===== src/rtl/memory_stage.sv =====
// memory_stage: pipeline stage between execute and writeback.
//
// Purpose:
//   Accepts one execute bundle at a time. ALU ops are registered straight
//   through. Memory ops are checked for alignment. Aligned ops are issued on
//   the data bus and held until the bus responds. Load data is then aligned
//   to its byte lane and sign- or zero-extended. The result is held until
//   writeback consumes it.
//
// Ports:
//   clk, reset (async, active-low)
//   in_*       execute bundle; in_valid/in_ready handshake
//   flush      kill all in-stage work
//   dreq_*     data bus request (valid, addr, size, strobe, data)
//   dresp_*    one-cycle bus response with raw 8-byte-aligned read data
//   out_*      writeback bundle; out_valid/out_ready handshake
module memory_stage #(
  parameter int XLEN = 64,
  parameter int REGW = 5
) (
  input  logic            clk,
  input  logic            reset,
  input  logic            in_valid,
  output logic            in_ready,
  input  logic [XLEN-1:0] in_pc,
  input  logic [REGW-1:0] in_dst,
  input  logic [XLEN-1:0] in_aluout,
  input  logic [XLEN-1:0] in_wdata,
  input  logic            in_regwrite,
  input  logic            in_memread,
  input  logic            in_memwrite,
  input  logic [1:0]      in_msize,
  input  logic            in_unsigned,
  input  logic            flush,
  output logic            dreq_valid,
  output logic [XLEN-1:0] dreq_addr,
  output logic [2:0]      dreq_size,
  output logic [7:0]      dreq_strobe,
  output logic [XLEN-1:0] dreq_data,
  input  logic            dresp_data_ok,
  input  logic [XLEN-1:0] dresp_data,
  output logic            out_valid,
  input  logic            out_ready,
  output logic [XLEN-1:0] out_pc,
  output logic [REGW-1:0] out_dst,
  output logic [XLEN-1:0] out_writedata,
  output logic            out_regwrite,
  output logic            out_misalign
);

  typedef enum logic [1:0] {IDLE, BUSY, FULL} state_t;

  state_t          state_q, state_d;
  logic            kill_q, kill_d;
  logic [XLEN-1:0] pc_q, pc_d;
  logic [REGW-1:0] dst_q, dst_d;
  logic [XLEN-1:0] addr_q, addr_d;
  logic [XLEN-1:0] wdata_q, wdata_d;
  logic            regwrite_q, regwrite_d;
  logic            store_q, store_d;
  logic [1:0]      msize_q, msize_d;
  logic            zext_q, zext_d;
  logic [XLEN-1:0] result_q, result_d;
  logic            out_regwrite_q, out_regwrite_d;
  logic            misalign_q, misalign_d;

  logic            accept;
  logic            in_mem;
  logic            in_misalign;
  logic [7:0]      size_mask;
  logic [XLEN-1:0] load_shifted;
  logic [XLEN-1:0] load_result;

  always_comb begin
    in_ready = 1'b0;
    if (!flush) begin
      in_ready = (state_q == IDLE) || ((state_q == FULL) && out_ready);
    end
  end

  assign accept = in_valid && in_ready;
  assign in_mem = in_memread || in_memwrite;

  always_comb begin
    case (in_msize)
      2'd1:    in_misalign = in_aluout[0];
      2'd2:    in_misalign = |in_aluout[1:0];
      2'd3:    in_misalign = |in_aluout[2:0];
      default: in_misalign = 1'b0;
    endcase
  end

  // Load data arrives 8-byte aligned; bring the addressed byte to bit 0
  // before truncating and extending.
  always_comb begin
    size_mask    = 8'hFF;
    load_shifted = dresp_data >> {addr_q[2:0], 3'b000};
    load_result  = load_shifted;
    case (msize_q)
      2'd0: begin
        size_mask   = 8'h01;
        load_result = zext_q ? {{(XLEN-8){1'b0}}, load_shifted[7:0]}
                             : {{(XLEN-8){load_shifted[7]}}, load_shifted[7:0]};
      end
      2'd1: begin
        size_mask   = 8'h03;
        load_result = zext_q ? {{(XLEN-16){1'b0}}, load_shifted[15:0]}
                             : {{(XLEN-16){load_shifted[15]}}, load_shifted[15:0]};
      end
      2'd2: begin
        size_mask   = 8'h0F;
        load_result = zext_q ? {{(XLEN-32){1'b0}}, load_shifted[31:0]}
                             : {{(XLEN-32){load_shifted[31]}}, load_shifted[31:0]};
      end
      default: begin
        size_mask   = 8'hFF;
        load_result = load_shifted;
      end
    endcase
  end

  // Request fields come straight from the latched bundle, which cannot change
  // while BUSY, so they stay stable until the response.
  assign dreq_valid  = (state_q == BUSY);
  assign dreq_addr   = dreq_valid ? addr_q : '0;
  assign dreq_size   = dreq_valid ? {1'b0, msize_q} : 3'd0;
  assign dreq_strobe = (dreq_valid && store_q) ? (size_mask << addr_q[2:0]) : 8'h00;
  assign dreq_data   = dreq_valid ? (wdata_q << {addr_q[2:0], 3'b000}) : '0;

  assign out_valid     = (state_q == FULL);
  assign out_pc        = pc_q;
  assign out_dst       = dst_q;
  assign out_writedata = result_q;
  assign out_regwrite  = out_regwrite_q;
  assign out_misalign  = misalign_q;

  always_comb begin
    state_d        = state_q;
    kill_d         = kill_q;
    pc_d           = pc_q;
    dst_d          = dst_q;
    addr_d         = addr_q;
    wdata_d        = wdata_q;
    regwrite_d     = regwrite_q;
    store_d        = store_q;
    msize_d        = msize_q;
    zext_d         = zext_q;
    result_d       = result_q;
    out_regwrite_d = out_regwrite_q;
    misalign_d     = misalign_q;

    case (state_q)
      IDLE: ;
      // A bus access cannot be abandoned; a flush only marks it so the
      // response is swallowed. A flush coinciding with the response also kills.
      BUSY: begin
        if (flush) kill_d = 1'b1;
        if (dresp_data_ok) begin
          kill_d = 1'b0;
          if (kill_q || flush) begin
            state_d = IDLE;
          end else begin
            state_d        = FULL;
            result_d       = store_q ? addr_q : load_result;
            out_regwrite_d = store_q ? 1'b0 : regwrite_q;
          end
        end
      end
      FULL: begin
        if (flush || out_ready) state_d = IDLE;
      end
      default: state_d = IDLE;
    endcase

    // Accepting overrides the FULL->IDLE move, giving back-to-back flow.
    if (accept) begin
      pc_d           = in_pc;
      dst_d          = in_dst;
      addr_d         = in_aluout;
      wdata_d        = in_wdata;
      regwrite_d     = in_regwrite;
      store_d        = in_memwrite;
      msize_d        = in_msize;
      zext_d         = in_unsigned;
      result_d       = in_aluout;
      misalign_d     = 1'b0;
      out_regwrite_d = in_regwrite;
      if (in_mem && in_misalign) begin
        state_d        = FULL;
        misalign_d     = 1'b1;
        out_regwrite_d = 1'b0;
      end else if (in_mem) begin
        state_d        = BUSY;
        out_regwrite_d = 1'b0;
      end else begin
        state_d = FULL;
      end
    end
  end

  always_ff @(posedge clk or negedge reset) begin
    if (!reset) begin
      state_q        <= IDLE;
      kill_q         <= 1'b0;
      pc_q           <= '0;
      dst_q          <= '0;
      addr_q         <= '0;
      wdata_q        <= '0;
      regwrite_q     <= 1'b0;
      store_q        <= 1'b0;
      msize_q        <= 2'd0;
      zext_q         <= 1'b0;
      result_q       <= '0;
      out_regwrite_q <= 1'b0;
      misalign_q     <= 1'b0;
    end else begin
      state_q        <= state_d;
      kill_q         <= kill_d;
      pc_q           <= pc_d;
      dst_q          <= dst_d;
      addr_q         <= addr_d;
      wdata_q        <= wdata_d;
      regwrite_q     <= regwrite_d;
      store_q        <= store_d;
      msize_q        <= msize_d;
      zext_q         <= zext_d;
      result_q       <= result_d;
      out_regwrite_q <= out_regwrite_d;
      misalign_q     <= misalign_d;
    end
  end

endmodule


===== config.mk =====
export PLATFORM = sky130hd
export DESIGN_NAME = memory_stage
export DESIGN_NICKNAME = d
export VERILOG_FILES = /design/src/rtl/memory_stage.sv
export SDC_FILE = /design/constraint.sdc
export NUM_CORES = 1
export LEC_CHECK = 0
export ABC_AREA = 0
export BUFFER_PORTS_ARGS = -buffer_cell sky130_fd_sc_hd__buf_2
export CORE_AREA = 2 2 211 213
export DETAILED_ROUTE_END_ITERATION = 10
export DIE_AREA = 0 0 213 215
export PLACE_DENSITY = 0.64
export SYNTH_ARGS = -nofsm -noshare
export SYNTH_HDL_FRONTEND = slang
export SYNTH_SLANG_ARGS = --single-unit

===== constraint.sdc =====
create_clock -name clk -period 2.58 [get_ports clk]
set_clock_uncertainty 0.1 [all_clocks]
set_input_delay 0.387 -clock clk [delete_from_list [all_inputs] [get_ports clk]]
set_output_delay 0.387 -clock clk [all_outputs]
set_load 0.01 [all_outputs]

==> results of run 1 <==
per-stage QoR:
step	hold WS, ps	setup WS (ps)	instances
after CTS	3.820	-257.3	3136
after global placement	264.1	120.2	2852
after floorplan	-8.591	220.9	1756
final	26.65	-241.6	3179
after detailed placement	269.0	69.04	2852
after global routing	21.20	-320.6	3178
state kept, by name, indices dropped and copies added (netlist names), 2 cells and up:
signal	flops
wdata_q	64
state_q	2
out_pc	64
addr_q	64
msize_q	2
out_dst	5
out_writedata	64
what timing repair did:
action / CTS / global route
hold buffers: 198 / 0
buffers inserted: 20 / 31
setup endpoints to repair: 101 / 151
cloned: 9 / 12
pin swaps: 20 / 49
hold endpoints to repair: 298 / 0
gates resized for setup: 160 / 153
worst min-delay path, delay by kind of cell:
family          cells  cell delay (ps)
simple gates        1              100
buf+inv             1               90
compound gates      1               90
per-layer routing:
metal | wire (µm) | vias to the layer above | global-route usage
met5 | 75 | - | 0
met4 | 3352 | 12 | 0.1245
met3 | 6713 | 208 | 0.06664
met2 | 36490 | 1043 | 0.5319
met1 | 28160 | 8475 | 0.3713
li1 | - | 7600 | -
kinds of logic (layout without fill, tap and decap cells):
logic type,Yosys count,after routing,share of synthesized area
simple gates,942,943,0.2594
flops,271,271,0.4398
compound gates,249,249,0.1134
buf+inv,152,976,0.04292
mux,141,141,0.1443
other cells,1,7,0.0002432
layout make-up:
type / count / area, µm² / share of cell area
Clock inverter: 16 / 210.2 / 0.008618
Timing Repair Buffer: 905 / 6963 / 0.2855
Sequential cell: 271 / 6794 / 0.2785
Tap cell: 592 / 740.7 / 0.03037
Clock buffer: 42 / 887.1 / 0.03637
Inverter: 13 / 73.82 / 0.003027
Multi-Input combinational cell: 1334 / 8707 / 0.3570
Antenna cell: 6 / 15.01 / 0.0006156
power breakdown:
part | internal [W] | total, W | switching [W] | leakage, nW
clock | 0.00282 | 0.00476 | 0.00193 | 0.548
sequential | 0.00514 | 0.00600 | 0.000860 | 3.35
combinational | 0.00349 | 0.00741 | 0.00391 | 8.26
cell usage in the layout (no fill, tap or decap), types with 13 or more instances in the layout:
| cell type | n |
|---|---|
| a21oi_1 | 21 |
| a222oi_1 | 24 |
| a22o_1 | 16 |
| and2_1 | 71 |
| and2_4 | 19 |
| buf_12 | 25 |
| buf_2 | 519 |
| buf_4 | 87 |
| buf_6 | 45 |
| clkbuf_16 | 41 |
| dfrtp_1 | 265 |
| dlygate4sd3_1 | 198 |
| mux2i_1 | 47 |
| mux4_2 | 63 |
| nand2_1 | 661 |
| nand2b_1 | 28 |
| nor2_1 | 70 |
| nor2_4 | 14 |
| nor3_1 | 13 |
| o211ai_1 | 18 |
| o21ai_0 | 39 |
| o21ai_1 | 23 |
| o21ai_2 | 16 |
worst min-delay path by stage:
stage	end	cells past startpoint	slack (ps)
after detailed placement	out_writedata[12]$_DFFE_PN0P_	1	270
after floorplan	addr_q[0]$_DFFE_PN0P_	0	-9
after CTS	addr_q[57]$_DFFE_PN0P_	3	4
after global routing	addr_q[60]$_DFFE_PN0P_	3	20
final	addr_q[2]$_DFFE_PN0P_	3	30
after global placement	out_writedata[12]$_DFFE_PN0P_	1	260
==> metrics.yaml, run 1 <==
setup_path:
  cp_cell_sequence: "buf_12 > buf_6 > mux2_4 > nor2_4 > a21oi_2 > mux2i_1 > nor2_1 > buf_2"
  crit_fanout: 8
  critPathSlowestCell: "dfrtp_4"
  cp.depth: 8
  r2r-end: "out_writedata[47]$_DFFE_PN0P_"
  startpoint_type: "flop"
  worstPathBufferInverterCount: 3
  regToRegSetupSlack_ps: -20
  r2r_cells: 8
  reg2reg_from: "addr_q[1]$_DFFE_PN0P_"
  path_delay_family: "flip-flops"
  crit_end: "dreq_data[63]"
  crit_start: "addr_q[0]$_DFFE_PN0P_"
  cp_slowest_stage_delay_ps: 540
  required_ps: 2090
  arrival_ps: 2330
  path_class: "reg -> out"
  end_kind: "output port"
floorplanning:
  dieWidth_um: 213
  start_util: 0.3533
  coreArea_mm2: 0.04364
  rows: 77
  io_pins: 550
  die_h_um: 215
  die_area_mm2: 0.04580
routing:
  vias_per_cell: 5.454
  drcViolationCount: 0
  detail-route-antenna-nets: 0
  dr.pass1.iters: 6
  drt-total-wl_mm: 74.79
  wl_per_cell_um: 23.53
  drt-initial-drc-count: 1788
  vias: 17340
grt:
  grt_pass1_vias: 17350
  antenna_found_initial: 11
  grt_overflow: 0
  grt_pass1_wl_mm: 107.3
  track_usage: 0.3083
  grt_max_degree: 97
timing:
  tightest_slew_ps: 808.6
  maxSlewHeadroom: 0.4597
  finalSetupViolCount: 64
  min_period_ps: 2822
  finalSetupTns_ps: -7234
  final_hold_viol_count: 0
  fmax_mhz: 354.4
  worst_slack_ps: -241.6
  post-route-period-util: 1.094
  rsz0062_at_grt: "yes"
  finalMaxSlewViolations: 0
clocking:
  cts-root-buf: "clkbuf_16"
  cts.path.max_buffers: 3
  cts_tree: "done"
  ctsHtreeMaxLevel: 1
  numCtsBuffers: 31
  cts_sinks: 271
  clkSlewWorstSetupHoldPaths_ps: 60
  clock_latency_ps: 590
yosys:
  postSynthAreaPerCell_um2: 8.781
  synth_fp_nets: 2029
  synthArstFlopShare: 1.000
  netlist_instances: 1756
  synth_top_area_share: 0.4398
  ys_warn_count: 0
  yosys-top-cells-count: "669 x nand2_1, 271 x dfrtp_1, 93 x clkbuf_1"
  synthFlopType: "dfrtp_1"
  seq_area_frac_synth: 0.4398
  synth-edff-count: 0
  yosysUniqueCellTypes: 55
  synthesis.area_mm2: 0.01542
  synth_area_leader_cell: "dfrtp_1"
  ys_top_cells_by_area: "dfrtp_1 44%, nand2_1 16%, mux4_2 9.2%"
  ys_ff_latch: 271
  synth.most_common_cell: "nand2_1"
placement:
  io_buffer_count: 548
  place.gp.congestion: 0.9647
  postPlaceCellArea_mm2: 0.01928
  dp_hpwl_mm: 49.98
power:
  leakagePower_nw: 12.16
  p_per_area_mw_per_mm2: 744.6
  ir_worst_vdd_mv: 0.4882
  p_total_w: 0.01816
layout:
  drive_above_1_share: 0.3812
  utilization: 0.5589
  area_growth_pct: 58.18
  fin_nets: 2829
  nFillCells: 3790
  final_area_mm2: 0.02439
run_status:
  violations: "setup timing"
  status: "complete, but fails checks"
hold_path:
  hold_path_class: "in -> reg"
  hp-start: "in_aluout[2]"
run:
  maxCapViolations: 0
(Power assumes the default switching activity.)
==> run 2: changes to the inputs <==
--- a/config.mk
+++ b/config.mk
@@ -7,10 +7,10 @@
 export LEC_CHECK = 0
 export ABC_AREA = 0
 export BUFFER_PORTS_ARGS = -buffer_cell sky130_fd_sc_hd__buf_2
-export CORE_AREA = 2 2 211 213
+export CORE_UTILIZATION = 35
 export DETAILED_ROUTE_END_ITERATION = 10
-export DIE_AREA = 0 0 213 215
 export PLACE_DENSITY = 0.64
+export SLEW_MARGIN = 25
 export SYNTH_ARGS = -nofsm -noshare
 export SYNTH_HDL_FRONTEND = slang
 export SYNTH_SLANG_ARGS = --single-unit
==> metrics.yaml, run 2 (synthesis gave the netlist of run 1 again) <==
setup_path:
  required_ps: 2090
  end_kind: "output port"
  critPathSlowestCell: "mux4_2"
  path_class: "reg -> out"
  cp_cell_sequence: "buf_12 > buf_12 > mux4_2 > a22oi_2 > nor2_1 > buf_2"
  crit_fanout: 6
  crit_top_cell: "buf_12"
  cp_slowest_stage_delay_ps: 550
  startpoint_type: "flop"
  arrival_ps: 2310
timing:
  rsz0062_at_grt: "yes"
  worst_slack_ps: -216.2
  tightest_slew_ps: 838.2
  finalMaxSlewViolations: 0
  post-route-period-util: 1.084
  final_hold_viol_count: 0
  min_period_ps: 2796
  fmax_mhz: 357.6
  maxSlewHeadroom: 0.4399
  finalSetupViolCount: 89
  finalSetupTns_ps: -9033
routing:
  vias: 17090
  wl_per_cell_um: 22.65
  drt-total-wl_mm: 71.98
  dr.pass1.iters: 8
  drcViolationCount: 0
  vias_per_cell: 5.376
  detail-route-antenna-nets: 0
  drt-initial-drc-count: 1593
power:
  ir_worst_vdd_mv: 0.4505
  seq_power_share: 0.323
  p_clk_frac: 0.279
  power_switching_w: 0.006683
  p_per_area_mw_per_mm2: 764.5
  switching_share: 0.3603
  leakagePower_nw: 12.12
  p_comb_frac: 0.398
  internal-power_w: 0.01187
placement:
  place.gp.congestion: 0.9338
  dp_hpwl_mm: 50.11
  io_buffer_count: 548
  post-place-ws_ps: -65.59
grt:
  grt_pass1_wl_mm: 103.3
  grt_pass1_vias: 16970
  antenna_found_initial: 8
  grt_max_degree: 101
  track_usage: 0.3065
  grt_overflow: 0
layout:
  fin_nets: 2834
  area_growth_pct: 57.35
  final_common_cell: "nand2_1"
  drive_above_1_share: 0.3779
  final_cell_mix: "665 x nand2_1, 524 x buf_2, 267 x dfrtp_1"
  utilization: 0.5608
clocking:
  cts_tree: "done"
  cts_sinks: 271
  numCtsBuffers: 34
  clock_latency_ps: 540
  clkSlewWorstSetupHoldPaths_ps: 60
  cts-root-buf: "clkbuf_16"
  cts.path.max_buffers: 3
  ctsHtreeMaxLevel: 2
floorplanning:
  start_util: 0.3564
  rows: 76
  coreArea_mm2: 0.04327
  io_pins: 550
  die_area_mm2: 0.04490
  die_h_um: 211.9
  dieWidth_um: 211.9
run_status:
  violations: "setup timing"
  status: "complete, but fails checks"
run:
  maxCapViolations: 0
hold_path:
  hold_path_class: "in -> reg"
run 2: path summary, 6_finish.rpt:
path	startpoint	slack [ps]	cells past startpoint	end
max in group asynchronous	reset	1290	3	out_writedata[11]$_DFFE_PN0P_
worst min register to register	out_pc[47]$_DFFE_PN0P_	370	2	out_pc[47]$_DFFE_PN0P_
worst min-delay path	in_aluout[33]	30	3	addr_q[33]$_DFFE_PN0P_
worst max-delay path	addr_q[0]$_DFFE_PN0P_	-220	6	dreq_data[47]
min in group asynchronous	reset	350	2	addr_q[19]$_DFFE_PN0P_
worst max register to register	addr_q[0]$_DFFE_PN0P_	-150	11	out_writedata[35]$_DFFE_PN0P_
run 2: routing by layer:
layer	track usage	part of all wire
met5	0	0.00075
met3	0.06646	0.080
met2	0.5155	0.49
met4	0.1394	0.046
met1	0.3751	0.38
run 2: timing repair:
item / in CTS / in global routing
hold endpoints to repair: 265 / 0
hold buffers: 192 / 0
setup buffers: 22 / 33
gates resized for setup: 111 / 136
setup endpoints to repair: 99 / 106
gates cloned: 6 / 8
pin swaps: 24 / 57
run 2: power by group through the flow:
stage | clock (W) | sequential [W] | combinational [W]
floorplan | 0 | 0.00590 | 0.00316
global placement | 0 | 0.00598 | 0.00565
detailed placement | 0 | 0.00601 | 0.00569
CTS | 0.00527 | 0.00594 | 0.00653
global route | 0.00544 | 0.00607 | 0.00787
finish | 0.00518 | 0.00599 | 0.00738
run 2: area by class of cell:
class / instances / area, µm²
Antenna cell: 8 / 20.02
Clock inverter: 19 / 282.8
Fill cell: 3754 / 19000
Multi-Input combinational cell: 1333 / 8651
Sequential cell: 271 / 6792
Inverter: 13 / 52.55
Timing Repair Buffer: 908 / 6805
Tap cell: 585 / 732.0
Clock buffer: 41 / 928.4
run 2: worst max-delay path: cells and delay by family (launching register included):
kind / cells / cell delay (ps)
multiplexers: 1 / 550
buffers and inverters: 3 / 420
flip-flops: 1 / 470
AND/OR/NAND/NOR: 1 / 70
AO/OA/AOI/OAI: 1 / 260
run 2: stage by stage:
stage	area [µm²]	std cells	hold WS, ps	total power [W]
2_1_floorplan	15420	1756	-8.591	0.009062
3_3_place_gp	19390	2854	300.9	0.01163
3_5_place_dp	19390	2854	307.2	0.01171
4_1_cts	23290	3133	4.943	0.01774
5_1_grt	24250	3172	28.64	0.01937
6_report	24260	3178	30.45	0.01855
